===== src/rtl/mem_bus_arbiter_if.sv =====
// Shared memory bus between the pipeline arbiter (master) and the memory slave.
// The master drives a registered cycle that is terminated by the slave's ack.
interface mem_bus_arbiter_if #(
   parameter int ADDR_W = 32,
   parameter int DATA_W = 32
);
   logic                cyc;
   logic                stb;
   logic                we;
   logic [DATA_W/8-1:0] sel;
   logic [ADDR_W-1:0]   addr;
   logic [DATA_W-1:0]   wdata;
   logic [DATA_W-1:0]   rdata;
   logic                ack;

   modport master (
      output cyc, stb, we, sel, addr, wdata,
      input  rdata, ack
   );

   modport slave (
      input  cyc, stb, we, sel, addr, wdata,
      output rdata, ack
   );
endinterface


===== src/rtl/mem_bus_arbiter.sv =====
// Fetch/data arbiter for the shared memory bus, data has fixed priority.
// Optional bus watchdog is compiled in with `define ARB_TIMEOUT_EN.
module mem_bus_arbiter #(
   parameter int ADDR_W      = 32,
   parameter int DATA_W      = 32,
   parameter int TIMEOUT_CYC = 16
) (
   input  logic                clk,
   input  logic                rst,
   input  logic                if_req,
   input  logic [ADDR_W-1:0]   if_addr,
   output logic [DATA_W-1:0]   if_rdata,
   output logic                if_done,
   input  logic                mem_req,
   input  logic                mem_we,
   input  logic [DATA_W/8-1:0] mem_sel,
   input  logic [ADDR_W-1:0]   mem_addr,
   input  logic [DATA_W-1:0]   mem_wdata,
   output logic [DATA_W-1:0]   mem_rdata,
   output logic                mem_done,
   input  logic                flush,
   mem_bus_arbiter_if.master   bus,
   output logic                stallreq_if,
   output logic                stallreq_mem,
   output logic                timeout_err
);
   typedef enum logic [1:0] {IDLE, BUS_IF, BUS_MEM, HOLD} state_t;

   state_t              state, state_next;
   logic                hold_mem, hold_mem_next;
   logic                discard, discard_next;
   logic                discard_eff;
   logic [DATA_W-1:0]   if_rdata_next, mem_rdata_next;
   logic                cyc_next, stb_next, we_next;
   logic [DATA_W/8-1:0] sel_next;
   logic [ADDR_W-1:0]   addr_next;
   logic [DATA_W-1:0]   wdata_next;

`ifdef ARB_TIMEOUT_EN
   localparam int CNT_W = $clog2(TIMEOUT_CYC + 1);
   logic [CNT_W-1:0] wd_cnt, wd_cnt_next;
   logic             timed_out, timed_out_next;
   logic             wd_expire;

   assign wd_expire = (wd_cnt == CNT_W'(TIMEOUT_CYC - 1));
`endif

   always_ff @(posedge clk) begin
      if (rst) begin
         state     <= IDLE;
         hold_mem  <= 1'b0;
         discard   <= 1'b0;
         if_rdata  <= '0;
         mem_rdata <= '0;
         bus.cyc   <= 1'b0;
         bus.stb   <= 1'b0;
         bus.we    <= 1'b0;
         bus.sel   <= '0;
         bus.addr  <= '0;
         bus.wdata <= '0;
      end else begin
         state     <= state_next;
         hold_mem  <= hold_mem_next;
         discard   <= discard_next;
         if_rdata  <= if_rdata_next;
         mem_rdata <= mem_rdata_next;
         bus.cyc   <= cyc_next;
         bus.stb   <= stb_next;
         bus.we    <= we_next;
         bus.sel   <= sel_next;
         bus.addr  <= addr_next;
         bus.wdata <= wdata_next;
      end
   end

`ifdef ARB_TIMEOUT_EN
   always_ff @(posedge clk) begin
      if (rst) begin
         wd_cnt    <= '0;
         timed_out <= 1'b0;
      end else begin
         wd_cnt    <= wd_cnt_next;
         timed_out <= timed_out_next;
      end
   end
`endif

   // A flush seen in any BUS_IF cycle, including the ack cycle, discards the fetch.
   assign discard_eff = discard | flush;

   always_comb begin
      state_next     = state;
      hold_mem_next  = hold_mem;
      discard_next   = discard;
      if_rdata_next  = if_rdata;
      mem_rdata_next = mem_rdata;
      cyc_next       = bus.cyc;
      stb_next       = bus.stb;
      we_next        = bus.we;
      sel_next       = bus.sel;
      addr_next      = bus.addr;
      wdata_next     = bus.wdata;
`ifdef ARB_TIMEOUT_EN
      wd_cnt_next    = '0;
      timed_out_next = timed_out;
`endif
      case (state)
         IDLE: begin
            if (mem_req) begin
               state_next    = BUS_MEM;
               hold_mem_next = 1'b1;
               cyc_next      = 1'b1;
               stb_next      = 1'b1;
               we_next       = mem_we;
               sel_next      = mem_sel;
               addr_next     = mem_addr;
               wdata_next    = mem_wdata;
            end else if (if_req && !flush) begin
               state_next    = BUS_IF;
               hold_mem_next = 1'b0;
               cyc_next      = 1'b1;
               stb_next      = 1'b1;
               we_next       = 1'b0;
               sel_next      = '1;
               addr_next     = if_addr;
               wdata_next    = '0;
            end
         end
         BUS_IF: begin
            discard_next = discard_eff;
`ifdef ARB_TIMEOUT_EN
            wd_cnt_next  = wd_cnt + CNT_W'(1);
`endif
            if (bus.ack) begin
               state_next = HOLD;
               cyc_next   = 1'b0;
               stb_next   = 1'b0;
               if (!discard_eff) if_rdata_next = bus.rdata;
`ifdef ARB_TIMEOUT_EN
            end else if (wd_expire) begin
               state_next     = HOLD;
               cyc_next       = 1'b0;
               stb_next       = 1'b0;
               timed_out_next = 1'b1;
               if (!discard_eff) if_rdata_next = '0;
`endif
            end
         end
         BUS_MEM: begin
`ifdef ARB_TIMEOUT_EN
            wd_cnt_next = wd_cnt + CNT_W'(1);
`endif
            if (bus.ack) begin
               state_next = HOLD;
               cyc_next   = 1'b0;
               stb_next   = 1'b0;
               if (!bus.we) mem_rdata_next = bus.rdata;
`ifdef ARB_TIMEOUT_EN
            end else if (wd_expire) begin
               state_next     = HOLD;
               cyc_next       = 1'b0;
               stb_next       = 1'b0;
               timed_out_next = 1'b1;
               mem_rdata_next = '0;
`endif
            end
         end
         HOLD: begin
            state_next   = IDLE;
            discard_next = 1'b0;
`ifdef ARB_TIMEOUT_EN
            timed_out_next = 1'b0;
`endif
         end
         default: state_next = IDLE;
      endcase
   end

   assign if_done      = (state == HOLD) && !hold_mem && !discard;
   assign mem_done     = (state == HOLD) && hold_mem;
   assign stallreq_if  = if_req & ~if_done;
   assign stallreq_mem = mem_req & ~mem_done;

`ifdef ARB_TIMEOUT_EN
   assign timeout_err = (state == HOLD) && timed_out;
`else
   assign timeout_err = 1'b0;
`endif
endmodule


===== src/flat_wrapper.sv =====
// flat-port wrapper written by rule: the top's interface ports become plain ports
module mem_bus_arbiter_flat 
#(
   parameter int ADDR_W      = 32,
   parameter int DATA_W      = 32,
   parameter int TIMEOUT_CYC = 16
)
  (clk, rst, if_req, if_addr, if_rdata, if_done, mem_req, mem_we, mem_sel, mem_addr, mem_wdata, mem_rdata, mem_done, flush, stallreq_if, stallreq_mem, timeout_err, bus_cyc, bus_stb, bus_we, bus_sel, bus_addr, bus_wdata, bus_rdata, bus_ack);
  mem_bus_arbiter_if #(.ADDR_W(ADDR_W), .DATA_W(DATA_W)) bus_i ();
  input  logic clk;
  input  logic rst;
  input  logic if_req;
  input  logic [ADDR_W-1:0] if_addr;
  output logic [DATA_W-1:0] if_rdata;
  output logic if_done;
  input  logic mem_req;
  input  logic mem_we;
  input  logic [DATA_W/8-1:0] mem_sel;
  input  logic [ADDR_W-1:0] mem_addr;
  input  logic [DATA_W-1:0] mem_wdata;
  output logic [DATA_W-1:0] mem_rdata;
  output logic mem_done;
  input  logic flush;
  output logic stallreq_if;
  output logic stallreq_mem;
  output logic timeout_err;
  output wire logic [$bits(bus_i.cyc)-1:0] bus_cyc;
  output wire logic [$bits(bus_i.stb)-1:0] bus_stb;
  output wire logic [$bits(bus_i.we)-1:0] bus_we;
  output wire logic [$bits(bus_i.sel)-1:0] bus_sel;
  output wire logic [$bits(bus_i.addr)-1:0] bus_addr;
  output wire logic [$bits(bus_i.wdata)-1:0] bus_wdata;
  input wire logic [$bits(bus_i.rdata)-1:0] bus_rdata;
  input wire logic [$bits(bus_i.ack)-1:0] bus_ack;
  assign bus_cyc = bus_i.cyc;
  assign bus_stb = bus_i.stb;
  assign bus_we = bus_i.we;
  assign bus_sel = bus_i.sel;
  assign bus_addr = bus_i.addr;
  assign bus_wdata = bus_i.wdata;
  assign bus_i.rdata = bus_rdata;
  assign bus_i.ack = bus_ack;
  mem_bus_arbiter #(.ADDR_W(ADDR_W), .DATA_W(DATA_W), .TIMEOUT_CYC(TIMEOUT_CYC)) u_core (.clk(clk), .rst(rst), .if_req(if_req), .if_addr(if_addr), .if_rdata(if_rdata), .if_done(if_done), .mem_req(mem_req), .mem_we(mem_we), .mem_sel(mem_sel), .mem_addr(mem_addr), .mem_wdata(mem_wdata), .mem_rdata(mem_rdata), .mem_done(mem_done), .flush(flush), .bus(bus_i), .stallreq_if(stallreq_if), .stallreq_mem(stallreq_mem), .timeout_err(timeout_err));
endmodule

===== config.mk =====
export PLATFORM = sky130hd
export DESIGN_NAME = mem_bus_arbiter_flat
export DESIGN_NICKNAME = d
export VERILOG_FILES = /design/src/rtl/mem_bus_arbiter_if.sv /design/src/rtl/mem_bus_arbiter.sv /design/src/flat_wrapper.sv
export SDC_FILE = /design/constraint.sdc
export NUM_CORES = 1
export LEC_CHECK = 0
export ABC_AREA = 0
export CAP_MARGIN = 20
export CORE_MARGIN = 2
export CORE_UTILIZATION = 25
export DETAILED_ROUTE_END_ITERATION = 8
export RECOVER_POWER = 100
export SETUP_SLACK_MARGIN = 0.1
export SLEW_MARGIN = 20
export SYNTH_ARGS = -nofsm -noshare
export SYNTH_HDL_FRONTEND = slang
export SYNTH_SLANG_ARGS = --single-unit
export TNS_END_PERCENT = 30

===== constraint.sdc =====
create_clock -name clk -period 2 [get_ports clk]
set_input_delay 0.2 -clock clk [delete_from_list [all_inputs] [get_ports clk]]
set_output_delay 0.2 -clock clk [all_outputs]
set_load 0.01 [all_outputs]

==> results.py, run 1 <==
metrics = {
    "grt": {
        "grtUsageTotal_pct": 15.2,
        "grt_pass1_vias": 5047,
        "overflow": 0,
        "grt_max_degree": 65,
        "grt_antenna_before_repair": 1,
        "grt_pass1_wl_mm": 27.3,
    },
    "placed_design": {
        "dpl.hpwl_mm": 12.3,
        "placed_cell_area_sq_um": 8490,
        "gp_congestion": 0.727,
        "numPortBuffers": 277,
    },
    "hold_path": {
        "hp-class": "in -> reg",
    },
    "die": {
        "start_util_pct": 25.7,
        "coreArea_sq_um": 21200,
        "die_h_um": 151,
        "die_w_um": 151,
        "pin_count": 279,
        "num_rows": 53,
        "die_area_sq_um": 22900,
    },
    "clock_network": {
        "cts.clk_slew.worst_paths_ps": 60,
        "htree_levels": 4,
        "tritoncts": "built",
        "cts_buffer_depth": 2,
        "hold_buffers": 0,
        "cts_sinks": 138,
        "cts_made_buffers": 17,
        "clk_latency_ps": 420,
        "clock-root-buffer": "clkbuf_16",
    },
    "route": {
        "viasPerCell": 4.62,
        "ant_nets": 0,
        "dr.pass1.iters": 4,
        "drtIter0Drc": 219,
        "vias": 5109,
        "wl_per_cell_um": 16.0,
        "drt_wl_total_mm": 17.6,
        "drc_errors": 0,
    },
    "sta": {
        "rsz0062_at_grt": "false",
        "period_share_pct": 89.9,
        "finalSetupTns_ps": 0,
        "max_slew_margin_pct": 53.7,
        "hold_viol": 0,
        "worstMarginPinSlew_ps": 695,
        "setup_violations": 0,
        "slew_violations": 0,
        "clock_skew_ps": 6.44,
        "fin_crit_ps": 1800,
        "clock.fmax_ghz": 0.556,
    },
    "power": {
        "p_leak_nw": 3.95,
        "ir_drop_mv": 0.624,
        "powerDensity_nw_per_um2": 1140,
        "power_mw": 10.4,
    },
    "logic_synthesis": {
        "synth-edff-count": 0,
        "yosysSeqAreaShare_pct": 50.9,
        "synth-seq-cells": 138,
        "ys_types": 36,
        "syn_inst": 562,
        "syn_area_sq_um": 5430,
        "yosys_most_used_dff": "dfxtp_1",
        "avgSynthCellArea_sq_um": 9.66,
        "synth_fp_nets": 706,
        "async_reset_ff_share_pct": 0,
        "yosysWarnings": 0,
    },
    "run": {
        "max-cap-violations": 0,
    },
    "setup_path": {
        "worst-setup-path-type": "reg -> out",
        "start_kind": "flip-flop",
        "critPathCaptureType": "primary output",
        "cp_cell_sequence": "ha_1 -> nor3b_2 -> nor2b_1 -> dlygate4sd2_1",
        "worst_path_max_delay_cell": "dfxtp_1",
        "worst_path_largest_cell_delay_ps": 380,
        "critPathMaxFanout": 4,
        "path_buf_inv": 1,
        "worstPathRequired_ps": 1800,
        "critPathTopFamily": "flip-flops",
        "critPathArrivalTime_ps": 1600,
    },
    "final_layout": {
        "multiInputGateArea_sq_um": 2340,
        "fin_util_pct": 43.1,
        "fillers": 2077,
        "nNetsFinal": 962,
        "synthToLayoutAreaGrowth_pct": 67.9,
        "mostFrequentLayoutCells": "dfxtp_1, clkdlybuf4s50_1, dlygate4sd3_1",
        "seq_area_sq_um": 2760,
        "post-route-cell-area_sq_um": 9110,
        "final_common_cell": "dfxtp_1",
        "antenna_cells": 0,
        "drive_above_1_share_pct": 7.70,
    },
    "status": {
        "status": "completed",
    },
}
[cells by family (layout without fill, tap and decap cells)]
group / count (synthesis) / in the layout / share of synthesized area, %
AOI/OAI and AO/OA: 175 / 175 / 24.4
buffers and inverters: 62 / 331 / 6.04
adders and majority gates: 5 / 5 / 1.15
muxes: 34 / 34 / 6.31
and+or+nand+nor: 147 / 147 / 11.1
other: 1 / 1 / 0.0691
DFF: 138 / 138 / 50.9
[synth_stat cells (2+ instances only)]
cell type	n	area share, %
a32o_1	33	6.1
nor2_1	2	0.14
nor2b_1	4	0.46
ha_1	5	1.2
buf_6	7	1.5
nand2b_1	3	0.35
clkbuf_1	18	1.2
o221a_2	4	0.83
buf_2	22	2.0
inv_1	3	0.21
nand2_1	130	9.0
buf_4	4	0.55
dfxtp_1	138	51
mux2i_1	32	5.9
a21oi_1	67	6.2
o211ai_1	33	4.6
o211a_1	32	5.9
buf_1	7	0.48
[stage by stage]
step                      instances  hold slack (ps)  worst slack, ps
after global routing           1106              118             78.5
after detailed placement       1074              447              232
after floorplan                 562              326              525
after CTS                      1106             85.3              158
final                          1106             95.8              202
after global placement         1074              442              228
[sequential cells by signal, summed over array words and instances (netlist names)]
register and cells:
u_core.bus.addr 32, u_core.hold_mem 1, u_core.bus.sel 4, u_core.state 2, u_core.bus.stb 1, u_core.bus.we 1
u_core.bus.wdata 32, u_core.mem_rdata 32, u_core.if_rdata 32, u_core.discard 1
[layer usage]
| metal | up-vias | wire length (um) | global-route usage [%] |
|---|---|---|---|
| met4 | 0 | 243 | 4.53 |
| met3 | 20 | 1380 | 5.42 |
| met2 | 171 | 8610 | 25.1 |
| li1 | 2528 | - | - |
| met1 | 2390 | 7420 | 18.7 |
| met5 | - | 0 | 0 |
[power by group]
part	switching, mW	internal (mW)	leakage (nW)
combinational	1.65	1.63	2.50
clock	1.30	2.29	0.326
sequential	0.275	3.30	1.13
total	3.22	7.21	3.95
[path summary, 6_finish.rpt]
path | endpoint | startpoint | cells past startpoint | slack (ps)
max | stallreq_if | u_core.state[1] | 4 | 200
min | u_core.hold_mem | rst | 2 | 100
max reg2reg | u_core.if_rdata[8] | u_core.state[1] | 6 | 260
min reg2reg | u_core.mem_rdata[21] | u_core.mem_rdata[21] | 2 | 450
[cell type report]
cell class | count | area share, %
repair buffers | 295 | 32.6
flip-flops and latches | 138 | 30.3
multi-input cells | 362 | 25.7
clock buffers | 18 | 4.82
well taps | 275 | 3.78
clock inverters | 14 | 2.55
inverters | 4 | 0.165
[what timing repair did]
item,CTS,global route
buffers inserted,0,0
endpoints found under the setup margin,4,0
hold endpoints to repair,0,0
gates resized for setup,7,0
[worst reg2reg max path: stages (launching register included)]
cell	delay, ps
dfxtp_1	340
inv_1	110
ha_1	190
and4bb_2	220
buf_2	530
nand2_1	140
a21oi_1	140
Power figures use the tool's default switching activity.
==> run 2, diff against run 1 <==
--- a/config.mk
+++ b/config.mk
@@ -10,8 +10,10 @@
 export CORE_MARGIN = 2
 export CORE_UTILIZATION = 25
 export DETAILED_ROUTE_END_ITERATION = 8
+export HOLD_SLACK_MARGIN = 0.08
 export RECOVER_POWER = 100
 export SETUP_SLACK_MARGIN = 0.1
+export SKIP_LAST_GASP = 1
 export SLEW_MARGIN = 20
 export SYNTH_ARGS = -nofsm -noshare
 export SYNTH_HDL_FRONTEND = slang
==> run 2 against run 1 <==
  * Clock skew rose by 0.75 ps
  * Via count rose by 0.27%
  * Die area did not move
  * Register-to-register slack got worse by 170 ps
  * Sequential share of layout area barely moved
  * First-iteration DRC count fell by 1.8%
  * Core utilization rose by 0.059 points
  * Clock power barely moved
  * Critical path depth did not move
  * Critical path type unchanged
  * Total power barely moved
==> results.py, run 2 (synthesis gave the netlist of run 1 again) <==
metrics = {
    "placed_design": {
        "preCtsSetupSlack_ps": 232,
        "placed_cell_area_sq_um": 8490,
        "numPortBuffers": 277,
        "placedCellCount": 1074,
        "gp_congestion": 0.727,
        "dpl.hpwl_mm": 12.3,
    },
    "setup_path": {
        "worst-setup-path-type": "reg -> out",
        "crit_start": "u_core.state[0]",
        "critPathCaptureType": "primary output",
        "critPathMaxFanout": 4,
        "r2r-start": "u_core.state[0]",
        "worstPathRequired_ps": 1800,
        "start_kind": "flip-flop",
        "critPathArrivalTime_ps": 1800,
    },
    "sta": {
        "hold_viol": 0,
        "clock_skew_ps": 7.19,
        "fin_crit_ps": 2000,
        "rsz0062_at_grt": "true",
        "hold_slack_ps": 107,
        "fin_ws_ps": 2.74,
        "clock.fmax_ghz": 0.501,
        "max_slew_margin_pct": 49.9,
        "setup_violations": 0,
        "period_share_pct": 99.9,
        "worstMarginPinSlew_ps": 752,
        "slew_violations": 0,
    },
    "clock_network": {
        "cts.clk_slew.worst_paths_ps": 60,
        "cts_sinks": 138,
        "clock-root-buffer": "clkbuf_16",
        "cts_buffer_depth": 2,
        "htree_levels": 4,
        "cts_setup_buffers": 0,
        "tritoncts": "built",
        "clk_latency_ps": 420,
        "cts_made_buffers": 17,
    },
    "power": {
        "power_mw": 10.4,
        "p_comb_share_pct": 31.4,
        "power.net_switching_mw": 3.23,
        "power_frac_clock_pct": 34.3,
        "powerDensity_nw_per_um2": 1140,
        "p_leak_nw": 3.96,
        "p_sw_share_pct": 30.9,
        "internal_power_mw": 7.21,
        "p_seq_share_pct": 34.3,
        "ir_drop_mv": 0.616,
    },
    "final_layout": {
        "drive_above_1_share_pct": 7.82,
        "final_cell_count_no_fill": 1106,
        "nNetsFinal": 962,
        "synthToLayoutAreaGrowth_pct": 68.1,
        "fillers": 2078,
        "post-route-cell-area_sq_um": 9130,
        "antenna_cells": 0,
        "mostFrequentLayoutCells": "clkdlybuf4s50_1, dfxtp_1, dlygate4sd3_1",
    },
    "hold_path": {
        "min-delay-start": "rst",
        "hp-class": "in -> reg",
    },
    "status": {
        "status": "completed",
    },
    "route": {
        "viasPerCell": 4.63,
        "drc_errors": 0,
        "dr.pass1.iters": 4,
        "vias": 5123,
        "drt_wl_total_mm": 17.7,
        "ant_nets": 0,
        "wl_per_cell_um": 16.0,
        "drtIter0Drc": 215,
    },
    "die": {
        "pin_count": 279,
        "die_h_um": 151,
        "num_rows": 53,
        "die_w_um": 151,
        "die_area_sq_um": 22900,
        "coreArea_sq_um": 21200,
        "start_util_pct": 25.7,
    },
    "run": {
        "max-cap-violations": 0,
    },
    "grt": {
        "grtUsageTotal_pct": 15.2,
        "grt_antenna_before_repair": 1,
        "grt_pass1_vias": 5053,
        "grt_pass1_wl_mm": 27.3,
        "overflow": 0,
        "grt_max_degree": 65,
    },
}
## run 2: cell types whose count changed in the layout (fill, tap and decap cells not counted), sizes merged
cell / change
buf: -3
clkbuf: +3
dlygate4sd2: -3
clkdlybuf4s50: +2
dlymetal6s2s: +1
## run 2: worst paths after layout
kind         slack [ps]  cells past startpoint                   end
max reg2reg          90                      5     u_core.bus.sel[2]
min reg2reg         450                      2  u_core.mem_rdata[21]
max                   3                      4           stallreq_if
min                 110                      2       u_core.hold_mem
## run 2: layer usage
metal	routed length (um)	vias up	track usage (%)	share of wire (%)
met5	0	-	0	0
met4	245	0	4.53	1.4
li1	-	2531	-	-
met3	1380	19	5.42	7.8
met2	8620	172	25.1	49
met1	7470	2401	18.7	42
## run 2: area by class of cell
| type | count | area [sq um] | share of cell area [%] |
|---|---|---|---|
| flip-flops and latches | 138 | 2760 | 30.3 |
| inverters | 4 | 15.0 | 0.165 |
| clock inverters | 14 | 233 | 2.55 |
| well taps | 275 | 344 | 3.77 |
| clock buffers | 18 | 439 | 4.81 |
| multi-input cells | 362 | 2350 | 25.8 |
| repair buffers | 295 | 2980 | 32.6 |
## run 2: power by group through the flow
stage               sequential (mW)  combinational (mW)  clock [mW]
CTS                            3.61                3.59        3.70
detailed placement             3.65                3.57           0
floorplan                      3.87                1.52           0
finish                         3.58                3.28        3.58
global placement               3.64                3.57           0
global route                   3.65                3.58        3.78
## run 2: critical path: stages (launching register included)
cell and delay (ps):
dfxtp_1 340, ha_1 230, nor3b_4 170, nor2b_1 100, clkdlybuf4s50_1 540
## run 2: repair_timing
| action | 4_1_cts | 5_1_grt |
|---|---|---|
| hold buffers | 0 | 0 |
| endpoints found under the setup margin | 4 | 4 |
| gates resized for setup | 3 | 2 |
## run 2: stage by stage
step                      utilization (%)  setup TNS (ps)
final                                43.1               0
after global routing                 43.1            -354
after CTS                            43.3            -108
after detailed placement             40.1               0
after global placement               40.1               0
after floorplan                         -               0
